<file path="src/rtl/mem_sweep_pkg.sv">
// Shared types and constants for the memory sweep controller and its compare stage.
package mem_sweep_pkg;

    typedef enum logic [2:0] {
        ST_IDLE  = 3'd0,
        ST_FILL  = 3'd1,
        ST_READ  = 3'd2,
        ST_DRAIN = 3'd3,
        ST_DONE  = 3'd4
    } state_t;

    localparam logic MODE_FILL  = 1'b0;
    localparam logic MODE_CHECK = 1'b1;

    localparam int                   ERR_CNT_W   = 16;
    localparam logic [ERR_CNT_W-1:0] ERR_CNT_MAX = '1;

endpackage

</file>
<file path="src/rtl/mem_sweep_cmp.sv">
// One-stage expected-data pipeline that lines up with the RAM read latency,
// plus mismatch counting and first-error capture.
module mem_sweep_cmp
    import mem_sweep_pkg::*;
#(
    parameter int WID_MEM = 18,
    parameter int ADDR_W  = 12
) (
    input  logic                 clk,
    input  logic                 reset,
    input  logic                 clear,
    input  logic                 rd_vld,
    input  logic [ADDR_W-1:0]    rd_addr,
    input  logic [WID_MEM-1:0]   rd_exp,
    input  logic [WID_MEM-1:0]   mem_dout,
    output logic [ERR_CNT_W-1:0] err_cnt,
    output logic [ADDR_W-1:0]    first_err_addr,
    output logic                 err_seen
);

    logic                 vld_q, vld_d;
    logic [ADDR_W-1:0]    addr_q, addr_d;
    logic [WID_MEM-1:0]   exp_q, exp_d;
    logic [ERR_CNT_W-1:0] err_cnt_q, err_cnt_d;
    logic [ADDR_W-1:0]    first_q, first_d;
    logic                 seen_q, seen_d;
    logic                 mismatch;

    always_ff @(posedge clk or negedge reset) begin
        if (!reset) begin
            vld_q     <= 1'b0;
            addr_q    <= '0;
            exp_q     <= '0;
            err_cnt_q <= '0;
            first_q   <= '0;
            seen_q    <= 1'b0;
        end else begin
            vld_q     <= vld_d;
            addr_q    <= addr_d;
            exp_q     <= exp_d;
            err_cnt_q <= err_cnt_d;
            first_q   <= first_d;
            seen_q    <= seen_d;
        end
    end

    always_comb begin
        vld_d     = rd_vld;
        addr_d    = rd_addr;
        exp_d     = rd_exp;
        err_cnt_d = err_cnt_q;
        first_d   = first_q;
        seen_d    = seen_q;
        mismatch  = vld_q && (mem_dout != exp_q);
        if (clear) begin
            err_cnt_d = '0;
            first_d   = '0;
            seen_d    = 1'b0;
        end else if (mismatch) begin
            if (err_cnt_q != ERR_CNT_MAX) begin
                err_cnt_d = err_cnt_q + 1'b1;
            end
            if (!seen_q) begin
                first_d = addr_q;
                seen_d  = 1'b1;
            end
        end
    end

    assign err_cnt        = err_cnt_q;
    assign first_err_addr = first_q;
    assign err_seen       = seen_q;

endmodule

</file>
<file path="src/rtl/mem_sweep_ctrl.sv">
// RAM fill/check sweep controller: writes seed^addr to every word, or reads
// every word back and counts words that differ from seed^addr.
//
// state    | meaning
// IDLE     | waiting for start
// FILL     | one write per cycle, ascending address
// READ     | one read per cycle, ascending address
// DRAIN    | compare of the last read word
// DONE     | one-cycle done pulse
module mem_sweep_ctrl
    import mem_sweep_pkg::*;
#(
    parameter int WID_MEM   = 18,
    parameter int DEPTH_MEM = 4096,
    parameter int ADDR_W    = 12
) (
    input  logic                 clk,
    input  logic                 reset,
    input  logic                 start,
    input  logic                 mode,
    input  logic [WID_MEM-1:0]   seed,
    output logic [ADDR_W-1:0]    mem_raddr,
    output logic                 mem_ren,
    output logic [ADDR_W-1:0]    mem_waddr,
    output logic [WID_MEM-1:0]   mem_din,
    output logic                 mem_we,
    input  logic [WID_MEM-1:0]   mem_dout,
    output logic                 busy,
    output logic                 done,
    output logic [ERR_CNT_W-1:0] err_cnt,
    output logic [ADDR_W-1:0]    first_err_addr,
    output logic                 err_seen
);

    localparam logic [ADDR_W-1:0] ADDR_LAST = ADDR_W'(DEPTH_MEM - 1);

    state_t             state_q, state_d;
    logic [ADDR_W-1:0]  addr_q, addr_d;
    logic [WID_MEM-1:0] seed_q, seed_d;
    logic [WID_MEM-1:0] pat;
    logic               cmp_clear;

    always_ff @(posedge clk or negedge reset) begin
        if (!reset) begin
            state_q <= ST_IDLE;
            addr_q  <= '0;
            seed_q  <= '0;
        end else begin
            state_q <= state_d;
            addr_q  <= addr_d;
            seed_q  <= seed_d;
        end
    end

    // Address advances only inside a sweep and parks at zero when the last word is reached.
    always_comb begin
        state_d = state_q;
        addr_d  = addr_q;
        seed_d  = seed_q;
        case (state_q)
            ST_IDLE: begin
                if (start) begin
                    seed_d  = seed;
                    addr_d  = '0;
                    state_d = (mode == MODE_CHECK) ? ST_READ : ST_FILL;
                end
            end
            ST_FILL, ST_READ: begin
                if (addr_q == ADDR_LAST) begin
                    addr_d  = '0;
                    state_d = (state_q == ST_FILL) ? ST_DONE : ST_DRAIN;
                end else begin
                    addr_d = addr_q + 1'b1;
                end
            end
            ST_DRAIN: state_d = ST_DONE;
            ST_DONE:  state_d = ST_IDLE;
            default:  state_d = ST_IDLE;
        endcase
    end

    assign pat       = seed_q ^ WID_MEM'(addr_q);
    assign cmp_clear = (state_q == ST_IDLE) && start && (mode == MODE_CHECK);

    always_comb begin
        mem_we    = 1'b0;
        mem_ren   = 1'b0;
        mem_waddr = '0;
        mem_raddr = '0;
        mem_din   = '0;
        busy      = 1'b0;
        done      = 1'b0;
        case (state_q)
            ST_FILL: begin
                mem_we    = 1'b1;
                mem_waddr = addr_q;
                mem_din   = pat;
                busy      = 1'b1;
            end
            ST_READ: begin
                mem_ren   = 1'b1;
                mem_raddr = addr_q;
                busy      = 1'b1;
            end
            ST_DRAIN: busy = 1'b1;
            ST_DONE:  done = 1'b1;
            default: ;
        endcase
    end

    mem_sweep_cmp #(
        .WID_MEM (WID_MEM),
        .ADDR_W  (ADDR_W)
    ) u_cmp (
        .clk            (clk),
        .reset          (reset),
        .clear          (cmp_clear),
        .rd_vld         (mem_ren),
        .rd_addr        (addr_q),
        .rd_exp         (pat),
        .mem_dout       (mem_dout),
        .err_cnt        (err_cnt),
        .first_err_addr (first_err_addr),
        .err_seen       (err_seen)
    );

endmodule

</file>
<file path="config.mk">
export PLATFORM = sky130hd
export DESIGN_NAME = mem_sweep_ctrl
export DESIGN_NICKNAME = d
export VERILOG_FILES = /design/src/rtl/mem_sweep_pkg.sv /design/src/rtl/mem_sweep_cmp.sv /design/src/rtl/mem_sweep_ctrl.sv
export SDC_FILE = /design/constraint.sdc
export NUM_CORES = 1
export LEC_CHECK = 0
export BUFFER_PORTS_ARGS = -buffer_cell sky130_fd_sc_hd__buf_2
export CELL_PAD_IN_SITES_DETAIL_PLACEMENT = 2
export CELL_PAD_IN_SITES_GLOBAL_PLACEMENT = 2
export CORE_ASPECT_RATIO = 1.5
export CORE_MARGIN = 5
export CORE_UTILIZATION = 30
export CTS_CLUSTER_DIAMETER = 30
export CTS_CLUSTER_SIZE = 8
export DETAILED_ROUTE_END_ITERATION = 10
export PLACE_DENSITY_LB_ADDON = 0.1
export SYNTH_ARGS = -nofsm -noshare
export SYNTH_HDL_FRONTEND = slang
export SYNTH_HIERARCHICAL = 1
export SYNTH_SLANG_ARGS = --single-unit
</file>
<file path="constraint.sdc">
create_clock -name clk -period 2.12 [get_ports clk]
set_input_delay 0.318 -clock clk [delete_from_list [all_inputs] [get_ports clk]]
set_output_delay 0.318 -clock clk [all_outputs]
set_load 0.005 [all_outputs]
</file>
==> results.json <==
{
  "status": "finished, final reports clean",
  "clockBufferDepth": 2,
  "crit_required_ps": 1800,
  "ant_nets": 0,
  "synthesis.area_sq_um": 4390,
  "synth-edff-count": 0,
  "tightest_slew_ps": 504,
  "grt_pass1_vias": 3939,
  "synth_area_leaders": "dfrtp_1, and2_1, mux2_2",
  "min_to": "seed_q[15]",
  "drive_above_1_share": 0.410,
  "drtIter0Drc": 98,
  "syn-instance-count": 376,
  "setup-violations-final": 0,
  "fin_skew_ps": 9.15,
  "synth_top_cells_by_count": "dfrtp_1, and2_1, nor2_1",
  "yosys_warnings": 6,
  "clk_pin_slew_ps": 70,
  "yosysSeqAreaShare": 0.530,
  "yosysTopAreaCellShare": 0.530,
  "start_kind": "flop",
  "synth.avg_cell_area_sq_um": 11.7,
  "core_sq_um": 14500,
  "antenna_found_initial": 1,
  "drcViolationCount": 0,
  "cp_max_fo": 15,
  "chipWidth_microns": 109,
  "insertion_delay_ps": 340,
  "dieArea_sq_um": 17200,
  "stdcell_count": 715,
  "grt_pass1_wl_microns": 21400,
  "num_antenna_cells": 0,
  "cts_tree": "yes",
  "fillCellCount": 1594,
  "period_minus_slack_ps": 2050,
  "regToRegEndpoint": "u_cmp/err_cnt[11]",
  "syn_to_final_growth_pct": 30.4,
  "rsz0062_at_grt": "true",
  "synth.distinct_cells": 52,
  "slew_headroom": 0.664,
  "critical_path_class": "reg2out",
  "fp.dieH_microns": 158,
  "firstDrtPassIters": 4,
  "max_freq_mhz": 489,
  "multi_input_area_sq_um": 1940,
  "cts_root_buf": "clkbuf_16",
  "ir_drop_mv": 0.566,
  "path_cells": "buf_6, nand2b_4, nor2_4, clkbuf_16, and2_1, buf_2",
  "grt_max_degree": 41,
  "crit_path_end_kind": "primary output",
  "route.vias.total": 3466,
  "nets": 556,
  "io_buffer_count": 114,
  "total_power_mw": 7.14,
  "max-cap-violations": 0,
  "place_congestion": 0.737,
  "start_util": 0.304,
  "leakage_nw": 2.76,
  "hold_path.class": "in2reg",
  "yosysMostFrequentCell": "dfrtp_1",
  "cts_sinks": 93,
  "fin_util": 0.396,
  "io_pins": 115,
  "routed_wl_microns": 14100,
  "cpMaxStageDelayCell": "dfrtp_1",
  "cts_buffers": 9,
  "gr-total-overflow": 0,
  "reg2reg_slack_ps": 120,
  "holdCritStartpoint": "seed[15]",
  "hold_violations": 0,
  "wl_per_cell_microns": 19.8,
  "yosysTopAreaCell": "dfrtp_1",
  "synth_seq_cells": 93,
  "min_path_cells": 2,
  "syn-num-nets": 418,
  "htreeDepth": 3,
  "async_reset_ff_frac": 1.00,
  "dp_hpwl_microns": 10400,
  "drv_slew": 0,
  "grt.total_usage": 0.165,
  "seq_area_sq_um": 2330,
  "hold_slack_ps": 192,
  "viasPerCell": 4.85,
  "critPathArrivalTime_ps": 1730,
  "power_density_nw_per_um2": 1250,
  "dominantRegCellSynth": "dfrtp_1",
  "finalCritPeriodShare": 0.965,
  "reg2reg_depth": 7,
  "critPathMaxStageDelay_ps": 390,
  "r2r-start": "u_cmp/err_cnt[12]",
  "rows": 54,
  "placedCellCount": 694
}
[registers in the layout, indices dropped and copies added, names as in the netlist]
| signal | cells |
|---|---|
| seed_q | 18 |
| u_cmp/exp_q | 18 |
| u_cmp/err_cnt | 16 |
| addr_q | 12 |
| u_cmp/addr_q | 12 |
| u_cmp/first_err_addr | 12 |
| state_q | 3 |
| u_cmp/err_seen | 1 |
| u_cmp/vld_q | 1 |
[routing by layer]
metal  global-route usage  part of all wire  vias up
li1                     -                 -     1601
met1                0.182              0.38     1783
met2                0.321              0.58       68
met3               0.0302             0.029       12
met4               0.0433             0.010        2
met5                    0           0.00092        -
[cells by family (layout without fill, tap and decap cells)]
kind of cell | Yosys count | after routing | synth area share
simple gates | 138 | 138 | 0.190
flops | 93 | 93 | 0.530
compound gates | 61 | 62 | 0.104
xor+xnor | 33 | 33 | 0.0658
buf+inv | 25 | 167 | 0.0419
mux | 24 | 24 | 0.0624
fa+ha+maj | 2 | 2 | 0.00570
[layout make-up]
type / instances / area share
clock buffer: 10 / 0.0417
clock inverter: 6 / 0.00787
inverter: 3 / 0.00197
multi-input combinational: 259 / 0.338
sequential: 93 / 0.407
tap: 196 / 0.0428
timing repair buffer: 148 / 0.161
[cell usage in the layout (no fill, tap or decap), drive strengths merged, types with 2 or more instances in the layout]
cell / netlist / layout
a21bo: 1 / 2
clkbuf: 10 / 12
nor2: 21 / 21
ha: 2 / 2
a22o: 3 / 3
a32o: 12 / 12
and2: 44 / 44
dfrtp: 93 / 93
a21oi: 17 / 17
nand3: 13 / 13
buf: 12 / 145
nor2b: 6 / 6
inv: 3 / 5
nor3: 9 / 9
o21ai: 13 / 13
mux2: 24 / 24
or3: 10 / 10
and3: 2 / 2
or4: 3 / 3
nand4: 11 / 11
or2: 2 / 2
xor2: 16 / 16
nand2: 11 / 11
a31o: 3 / 3
nand2b: 3 / 3
xnor2: 17 / 17
clkinvlp: 0 / 3
o31ai: 5 / 5
[worst max path at each step]
stage,slack [ps],cells past startpoint,endpoint,startpoint
3_3_place_gp,40,6,u_cmp/err_cnt[5],u_cmp/err_cnt[1]
2_1_floorplan,110,7,u_cmp/err_cnt[14],state_q[0]
4_1_cts,8,6,u_cmp/first_err_addr[2],state_q[0]
6_report,70,6,mem_waddr[2],state_q[2]
5_1_grt,-8,6,mem_waddr[8],state_q[2]
3_5_place_dp,20,6,u_cmp/err_cnt[5],u_cmp/err_cnt[1]
[repair_timing]
| action | 4_1_cts | 5_1_grt |
|---|---|---|
| setup endpoints to repair | 2 | 26 |
| buffers inserted | 1 | 0 |
| hold endpoints to repair | 25 | 0 |
| gates resized for setup | 1 | 10 |
| cloned | 1 | 2 |
| hold buffers | 1 | 0 |
| pin swaps | 1 | 1 |
[report_power, final]
part           switching (mW)  internal (mW)  total (mW)  leakage (nW)
registers               0.382           2.29        2.67          1.20
clock network           0.729          0.834        1.56         0.132
logic                    1.51           1.40        2.90          1.43
[worst max-delay path, delay by kind of cell (launching register included)]
kind	cells	cell delay [ps]
flops	1	390
simple gates	3	510
buf+inv	3	490
[stage by stage]
stage / setup slack [ps] / TNS (ps) / instance area (sq um)
floorplan: 107 / 0 / 4400
global route: -7.65 / -32.3 / 5730
detailed placement: 15.6 / 0 / 5320
finish: 74.0 / 0 / 5730
global placement: 35.5 / 0 / 5320
CTS: 7.75 / 0 / 5640
Note: power is estimated with default switching activity, not from simulation.
